File: config.mk
export PLATFORM = sky130hd
export DESIGN_NAME = load_store_unit
export DESIGN_NICKNAME = d
export VERILOG_FILES = /design/src/rtl/load_store_unit_pkg.sv /design/src/rtl/lsu_align.sv /design/src/rtl/load_store_unit.sv
export SDC_FILE = /design/constraint.sdc
export NUM_CORES = 1
export LEC_CHECK = 0
export CORE_MARGIN = 2
export CORE_UTILIZATION = 66
export CTS_BUF_LIST = sky130_fd_sc_hd__clkbuf_4 sky130_fd_sc_hd__clkbuf_8
export CTS_CLUSTER_DIAMETER = 50
export DETAILED_ROUTE_END_ITERATION = 8
export DONT_BUFFER_PORTS = 1
export GPL_TIMING_DRIVEN = 0
export PLACE_DENSITY = 0.85
export SLEW_MARGIN = 40
export SYNTH_ARGS = -nofsm -noshare
export SYNTH_HDL_FRONTEND = slang
export SYNTH_SLANG_ARGS = --single-unit
File: constraint.sdc
create_clock -name clk -period 2.58 [get_ports clk]
set_input_delay 0.258 -clock clk [delete_from_list [all_inputs] [get_ports clk]]
set_output_delay 0.258 -clock clk [all_outputs]
set_load 0.03 [all_outputs]
File: src/rtl/load_store_unit_pkg.sv
// Shared encodings for the load/store unit: RV32I funct3 load/store widths and FSM states.
package load_store_unit_pkg;

  localparam logic [2:0] F3_B  = 3'b000;
  localparam logic [2:0] F3_H  = 3'b001;
  localparam logic [2:0] F3_W  = 3'b010;
  localparam logic [2:0] F3_BU = 3'b100;
  localparam logic [2:0] F3_HU = 3'b101;

  typedef enum logic [1:0] {
    S_IDLE = 2'd0,
    S_REQ  = 2'd1,
    S_RESP = 2'd2,
    S_DONE = 2'd3
  } state_t;

endpackage

File: src/rtl/lsu_align.sv
// Lane steering for the LSU: byte enables, store-data replication, legality check,
// and extraction/extension of the returned load word.
module lsu_align
  import load_store_unit_pkg::*;
(
  input  logic        i_rd,
  input  logic        i_wr,
  input  logic [2:0]  i_func,
  input  logic [1:0]  i_off,
  input  logic [31:0] i_wdata,
  output logic [3:0]  o_be,
  output logic [31:0] o_wdata,
  output logic        o_misalign,
  input  logic [2:0]  i_ld_func,
  input  logic [1:0]  i_ld_off,
  input  logic [31:0] i_rdata,
  output logic [31:0] o_ld_data
);

  logic        w_bad;
  logic [31:0] w_lane;

  always_comb begin
    o_be    = 4'b0000;
    o_wdata = i_wdata;
    w_bad   = 1'b0;
    case (i_func)
      F3_B, F3_BU: begin
        o_be    = 4'b0001 << i_off;
        o_wdata = {4{i_wdata[7:0]}};
        w_bad   = i_wr && (i_func == F3_BU);
      end
      F3_H, F3_HU: begin
        o_be    = 4'b0011 << i_off;
        o_wdata = {2{i_wdata[15:0]}};
        w_bad   = i_off[0] || (i_wr && (i_func == F3_HU));
      end
      F3_W: begin
        o_be  = 4'b1111;
        w_bad = (i_off != 2'b00);
      end
      default: w_bad = 1'b1;
    endcase
    o_misalign = w_bad || (i_rd && i_wr);
  end

  // Shift the addressed lane down to bit 0 before extending.
  assign w_lane = i_rdata >> {i_ld_off, 3'b000};

  always_comb begin
    case (i_ld_func)
      F3_B:    o_ld_data = {{24{w_lane[7]}}, w_lane[7:0]};
      F3_BU:   o_ld_data = {24'h000000, w_lane[7:0]};
      F3_H:    o_ld_data = {{16{w_lane[15]}}, w_lane[15:0]};
      F3_HU:   o_ld_data = {16'h0000, w_lane[15:0]};
      default: o_ld_data = w_lane;
    endcase
  end

endmodule

File: src/rtl/load_store_unit.sv
// RV32I load/store unit: sequences one data-memory access per load/store over a
// req/gnt/rvalid handshake and stalls the datapath until the access completes.
module load_store_unit
  import load_store_unit_pkg::*;
#(
  parameter int RESP_TIMEOUT = 255,
  parameter int CNT_W        = 16
) (
  input  logic        clk,
  input  logic        reset,
  input  logic        mem_read,
  input  logic        mem_write,
  input  logic [2:0]  func,
  input  logic [31:0] addr,
  input  logic [31:0] wdata,
  output logic        stall,
  output logic [31:0] RD_data,
  output logic        misalign_err,
  output logic        bus_err,
  output logic        dm_req,
  output logic        dm_we,
  output logic [31:0] dm_addr,
  output logic [3:0]  dm_be,
  output logic [31:0] dm_wdata,
  input  logic        dm_gnt,
  input  logic        dm_rvalid,
  input  logic [31:0] dm_rdata
);

  localparam logic [CNT_W-1:0] TO_LAST = CNT_W'(RESP_TIMEOUT - 1);

  state_t           r_state;
  logic [CNT_W-1:0] r_cnt;
  logic [2:0]       r_func;
  logic [1:0]       r_off;
  logic             r_dm_req, r_dm_we, r_mis, r_bus;
  logic [31:0]      r_dm_addr, r_dm_wdata, r_rd_data;
  logic [3:0]       r_dm_be;

  logic [3:0]       w_be;
  logic [31:0]      w_wdata_rep, w_ld_data;
  logic             w_misalign;

  lsu_align u_align (
    .i_rd       (mem_read),
    .i_wr       (mem_write),
    .i_func     (func),
    .i_off      (addr[1:0]),
    .i_wdata    (wdata),
    .o_be       (w_be),
    .o_wdata    (w_wdata_rep),
    .o_misalign (w_misalign),
    .i_ld_func  (r_func),
    .i_ld_off   (r_off),
    .i_rdata    (dm_rdata),
    .o_ld_data  (w_ld_data)
  );

  // In IDLE the stall must be combinational so the datapath holds in the issue cycle.
  assign stall = !reset && ((r_state == S_IDLE) ? (mem_read || mem_write)
                                                 : (r_state == S_REQ || r_state == S_RESP));

  always_ff @(posedge clk) begin
    if (reset) begin
      r_state    <= S_IDLE;
      r_cnt      <= '0;
      r_func     <= 3'b000;
      r_off      <= 2'b00;
      r_dm_req   <= 1'b0;
      r_dm_we    <= 1'b0;
      r_dm_addr  <= '0;
      r_dm_be    <= 4'b0000;
      r_dm_wdata <= '0;
      r_rd_data  <= '0;
      r_mis      <= 1'b0;
      r_bus      <= 1'b0;
    end else begin
      r_mis <= 1'b0;
      r_bus <= 1'b0;
      case (r_state)
        S_IDLE: begin
          if (mem_read || mem_write) begin
            if (w_misalign) begin
              r_mis   <= 1'b1;
              r_state <= S_DONE;
            end else begin
              r_dm_req   <= 1'b1;
              r_dm_we    <= mem_write;
              r_dm_addr  <= {addr[31:2], 2'b00};
              r_dm_be    <= w_be;
              r_dm_wdata <= w_wdata_rep;
              r_func     <= func;
              r_off      <= addr[1:0];
              r_cnt      <= '0;
              r_state    <= S_REQ;
            end
          end
        end
        S_REQ: begin
          if (dm_gnt) begin
            r_dm_req <= 1'b0;
            r_cnt    <= r_cnt + 1'b1;
            r_state  <= r_dm_we ? S_DONE : S_RESP;
          end else if (r_cnt >= TO_LAST) begin
            r_dm_req  <= 1'b0;
            r_bus     <= 1'b1;
            r_rd_data <= '0;
            r_state   <= S_DONE;
          end else begin
            r_cnt <= r_cnt + 1'b1;
          end
        end
        S_RESP: begin
          if (dm_rvalid) begin
            r_rd_data <= w_ld_data;
            r_state   <= S_DONE;
          end else if (r_cnt >= TO_LAST) begin
            r_bus     <= 1'b1;
            r_rd_data <= '0;
            r_state   <= S_DONE;
          end else begin
            r_cnt <= r_cnt + 1'b1;
          end
        end
        default: r_state <= S_IDLE;
      endcase
    end
  end

  assign RD_data      = r_rd_data;
  assign misalign_err = r_mis;
  assign bus_err      = r_bus;
  assign dm_req       = r_dm_req;
  assign dm_we        = r_dm_we;
  assign dm_addr      = r_dm_addr;
  assign dm_be        = r_dm_be;
  assign dm_wdata     = r_dm_wdata;

endmodule
**Word level (Yosys, flattened, before mapping)**

Index checks and enable logic that the tools add are counted.

- Bits in registers: 125
- Input bits: 105
- Word-level logic and storage cells: 89
- Output and inout port bits: 105

- Multiplexer cells: 32
- Bitwise operators: 3
- $add $sub $neg: 1
- Equal/unequal tests: 14
- $lt $le $gt $ge: 1
- Shifts and indexed selects: 3
- Reduce and logical (&&, ||, !) cells: 23

Operator list:

| kind | number |
|---|---|
| case mux 32 bit (2 select lines) | 2 |
| case mux 32 bit (4 select lines) | 1 |
| two-way mux 32 bit | 3 |
| two-way mux 16 bit | 5 |
| case mux 16 bit (3 select lines) | 1 |
| >> shifter 32 x 5 -> 32 bit | 1 |
| adder 16 x 1 -> 16 bit, second input constant | 1 |
| >= comparator 16 x 8 -> 1 bit, second input constant | 1 |
| equality test 3 bit, second input constant | 4 |
| case mux 4 bit (3 select lines) | 1 |
| two-way mux 1 bit | 10 |
| two-way mux 2 bit | 5 |
| AND reduction 4 bit | 2 |
| equality test 3 x 1 -> 1 bit, second input constant | 2 |
| zero test 3 bit | 2 |
| inequality test 2 bit, second input constant | 3 |
| case mux 2 bit (3 select lines) | 1 |
| nonzero test 2 bit | 3 |
| logical AND 1 bit | 4 |
| logical OR 1 bit | 4 |
| case mux 1 bit (2 select lines) | 2 |
| OR reduction 2 bit | 2 |
| << shifter 1 x 2 -> 4 bit, first input constant | 1 |
| << shifter 2 x 2 -> 4 bit, first input constant | 1 |
| other kinds (13) | 15 |

**Logic depth before layout (Yosys ltp)**

- Depth in word-level cells: 8
- Mapped depth: 10
- Gate-level depth less buffers: 8

**Cells and area by module**

From an unflattened synthesis, not the netlist that was laid out.

- Cells, all modules: 821
- Area, all modules: 6454.9 um^2

Modules (own cells, without submodules):

| module | cells an instance | sequential area each (um^2) | area each (um^2) | times used |
|---|---|---|---|---|
| load_store_unit | 635 | 2502.4 | 5073.6 | 1 |
| lsu_align | 186 | 0.0 | 1381.3 | 1 |

**Worst setup path after synthesis**

OpenSTA, ideal clock, no wires.

- Path kind: flip-flop to flip-flop
- Start point: register r_state[1]
- End point: register r_rd_data[24] (netlist: RD_data[24])
- Library setup time: 60 ps
- Path slack: 324 ps
- Arrival time: 2196 ps
- Required time: 2520 ps
- Period minus slack after synthesis: 2256 ps
- Buffers on the path: 3
- Cell stages (with the launch flop): 11
- Cells stage by stage: dfxtp_1 > inv_1 > ha_1 > clkbuf_1 > and2_1 > or3_1 > buf_2 > nor3b_4 > nor2b_1 > clkbuf_2 > a221o_1

- Word-level cells in the longest chain between the ends: 3
- Elaborated cells on any way between the ends: 6
- Those cells by class: eq/ne: 3; mux: 1; reduce/logical: 2

Ends and longest elaborated chain:

| element | RTL line | RTL |
|---|---|---|
| from (decl) | load_store_unit.sv:32 | `state_t r_state;` |
| from (signal assigned) | load_store_unit.sv:103 | `r_state <= r_dm_we ? S_DONE : S_RESP;` |
| equality test 2 x 1 -> 1 bit / equality test 2 bit (equally long branches) | load_store_unit.sv:80 | `case (r_state)` |
| inequality test 2 bit (no line) / nonzero test 2 bit (equally long branches) | n/a |  |
| AND reduction 2 bit (no line) | n/a |  |
| to (signal assigned) | load_store_unit.sv:115 | `r_rd_data <= w_ld_data;` |
| to (decl) | load_store_unit.sv:37 | `logic [31:0] r_dm_addr, r_dm_wdata, r_rd_data;` |

Parallel ways exist; a longest one is shown, timed or not.
A chain may end at the register's enable or synchronous reset.

**Final worst setup path**

- Start point: register r_state[0]
- End point: register r_dm_wdata[5] (netlist: dm_wdata[5])

- Word-level cells in the longest chain between the ends: 2

Ends and longest elaborated chain:

| element | RTL line | RTL |
|---|---|---|
| zero test 2 bit | load_store_unit.sv:80 |  |
| AND reduction 3 bit (no line) | n/a |  |
| to (signal assigned) | load_store_unit.sv:91 | `r_dm_wdata <= w_wdata_rep;` |
| to (decl) | load_store_unit.sv:37 |  |

No other way between the ends.

==> results by group <==
Layout
  – Fin cells: 901
  – # fillers: 493
  – Final instance area: 6870 sq um
  – Fraction of layout cells with a size suffix above 1: 0.0969
  – P&R area growth vs syn: 20.1%
  – Final nets: 894

Synth
  – Top_reg_cell synth: dfxtp_1
  – Yosys top cell area share: 0.438
  – Area leader, netlist: dfxtp_1
  – Seq/Total Area, Yosys: 0.438
  – Count of cell types in the netlist: 53
  – Mapped Cells: 706
  – Ys Warns: 0
  – Main area contributors after synthesis: dfxtp_1 (44%), nand2_1 (11%), a21oi_1 (7.6%)
  – Mapped Area: 5720 sq um
  – Mean Syn Cell Area: 8.10 sq um
  – Yosys reg bits: 125
  – Post-synth EDFFs: 0
  – Asr flop ratio synth: 0

Place
  – Placer Congestion: 0.926
  – Hpwl dp: 12.3 mm
  – Dpl cells: 812
  – DP Area: 5860 sq um
  – Port bufs: 0

Setup path
  – CP required: 2930 ps
  – Reg2reg path depth: 8
  – Setup Crit Path Kind: reg2reg
  – Worst reg2reg path endpoint: dm_wdata[5]
  – R2r startpoint: r_state[0]
  – Worst endpoint data arrival time: 2850 ps
  – Setup crit end kind: register
  – R2R setup slack: 90 ps
  – Crit path max fanout: 10
  – Crit start category: register

Pwr
  – VDD IR max: 0.000529 V
  – P_leak: 0.00245 uW
  – Power Dens Cells: 855 nW/um^2

Clock network
  – Latest clock arrival within the worst-skew pair: 430 ps
  – Worst-path clk slew: 80 ps
  – H-tree depth: 4
  – CTS tree: done
  – Clk sink count: 125
  – CTS max path bufs: 2
  – Root Buffer: clkbuf_8
  – Num CTS Buffers: 17

STA
  – Setup violations, final: 0
  – Final Max Slew Viols: 0
  – Final period util: 0.966
  – Hold Slack: 6.14 ps
  – Worst clock skew: 11.8 ps
  – Tmin final: 2490 ps
  – Slew HR: 0.425
  – Hold Fails Final Rpt: 0
  – RSZ-0062 raised after global routing: no
  – Worst slew pin tran: 853 ps
  – Achievable Freq: 0.401 GHz

Routing
  – Post-Route WL: 19.3 mm
  – Antenna Nets Post-Route: 0
  – Drt first-iter violations: 561
  – Vias per inst: 6.65
  – Vias: 5,989
  – Drc violations: 0
  – DRT Pass-1 Iters: 6
  – Mean routed wirelength per cell: 21.4 um

Die
  – Die ar.: 9420 sq um
  – Die Y: 97.1 um
  – # rows: 33
  – Core area: 8300 sq um
  – Initial Utilization: 0.689
  – Io pins: 210
  – Die width: 97.1 um

Status
  – Status: finished clean

Job
  – Max-Cap Viols: 0

Min path
  – Hold EP: dm_wdata[15]
  – Worst min path class: in2reg
  – Hold path startpoint: wdata[15]
  – Hold path cells: 2

Global routing
  – Vias in the first global route: 6,010
  – Largest net degree at the start of global routing: 17
  – Global-route wire length before repair: 30.5 mm
  – Antenna violations before repair: 1
  – All-Layer GR Usage: 0.403
  – Grt ovf: 0
-- metal layers --
layer | GRT usage | wire (um) | up-vias | share of wire
met5 | 0 | 0 | - | 0
met2 | 0.681 | 9290 | 464 | 0.48
met3 | 0.141 | 2340 | 96 | 0.12
met4 | 0.216 | 924 | 0 | 0.048
met1 | 0.445 | 6720 | 2769 | 0.35
li1 | - | - | 2660 | -
-- logic make-up after synthesis --
| kind of cell | count (synthesis) | synth area share |
|---|---|---|
| compound gates | 212 | 0.232 |
| fa+ha+maj | 7 | 0.0153 |
| buf+inv | 61 | 0.0442 |
| flops | 125 | 0.438 |
| mux | 42 | 0.0755 |
| other cells | 1 | 0.000656 |
| simple gates | 258 | 0.195 |
-- placed cells by master, fill, tap and decap left out, types with 3 or more instances in the layout --
master         instances
buf_4                  5
clkbuf_8              18
nand3_1                7
inv_6                  4
a311oi_1              11
a22o_1                 8
nand4_1                3
nor2b_1                6
nor3_1                 4
and2_1                 4
and3_1                 3
o21ai_0               53
nand2_1              162
buf_2                  9
clkbuf_1              26
a211oi_1              13
a31oi_1                6
nor3_2                 3
clkinvlp_4             3
ha_1                   6
dlygate4sd3_1         55
buf_1                  5
nand2b_1               3
clkinv_4               3
inv_1                 10
a21oi_1               87
clkbuf_2               7
dfxtp_1              124
nor4_1                 4
a221o_1               16
mux2_2                 9
mux2i_1               33
nor2_1                44
-- area by class of cell --
cell class                      count  area (sq um)  area share
Clock buffer                       19           255      0.0372
Tap cell                          105           131      0.0191
Multi-Input combinational cell    521          3000       0.437
Inverter                           10          37.5     0.00547
Timing Repair Buffer               57           566      0.0823
Clock inverter                     13           155      0.0226
Antenna cell                        1          2.50    0.000364
Buffer                             50           219      0.0319
Sequential cell                   125          2500       0.365
-- power breakdown --
group	internal (uW)	switching, uW	total, uW
logic	489	855	1340
registers	2160	596	2760
clock network	917	857	1770
-- Yosys cell counts, types with 4 or more instances --
cell	number
nand2_1	162
dfxtp_1	125
a21oi_1	87
o21ai_0	53
nor2_1	44
mux2i_1	33
clkbuf_1	31
a221o_1	16
a211oi_1	13
a311oi_1	11
inv_1	10
buf_2	9
mux2_2	9
a22o_1	8
buf_1	7
ha_1	7
nand3_1	7
nor3_1	7
a31oi_1	6
nor2b_1	6
nor4_1	5
and2_1	4
-- how the worst max path moves through the flow --
| stage | slack [ps] | to | from | cells past startpoint |
|---|---|---|---|---|
| 2_1_floorplan | 320 | RD_data[24] | r_state[1] | 10 |
| 3_3_place_gp | -120 | RD_data[23] | r_state[1] | 9 |
| 3_5_place_dp | -210 | RD_data[23] | r_state[1] | 9 |
| 4_1_cts | 80 | RD_data[23] | r_state[1] | 9 |
| 5_1_grt | 20 | dm_wdata[5] | r_state[0] | 8 |
| 6_report | 90 | dm_wdata[5] | r_state[0] | 8 |
-- critical path: stages (launching register included) --
cell and delay [ps]:
dfxtp_1 340, inv_1 120, ha_1 330, inv_1 160, a211oi_1 360, buf_2 330, clkbuf_1 390, nand2_1 180
a21oi_1 190
-- per-stage QoR --
step	setup TNS, ps	setup slack, ps	utilization	power [uW]
after floorplan	0	324	-	3630
after global placement	-1200	-124	0.705	3910
after detailed placement	-1910	-213	0.706	3970
after CTS	0	81.1	0.824	5770
after global routing	0	15.6	0.828	6100
final	0	87.4	0.828	5880
-- what timing repair did --
action,in CTS,in global routing
cloned,0,0
endpoints found under the setup margin,10,23
hold endpoints to repair,59,0
buffers inserted,2,0
hold buffers,55,0
pin swaps,2,0
resized for setup,1,13
-- sequential cells by signal, summed over array words and instances (netlist names), 2 cells and up --
register  flops
r_off         2
r_func        3
dm_addr      30
RD_data      32
r_state       2
dm_wdata     32
dm_be         4
r_cnt        16
No activity file was read; power rests on OpenSTA's default activity.
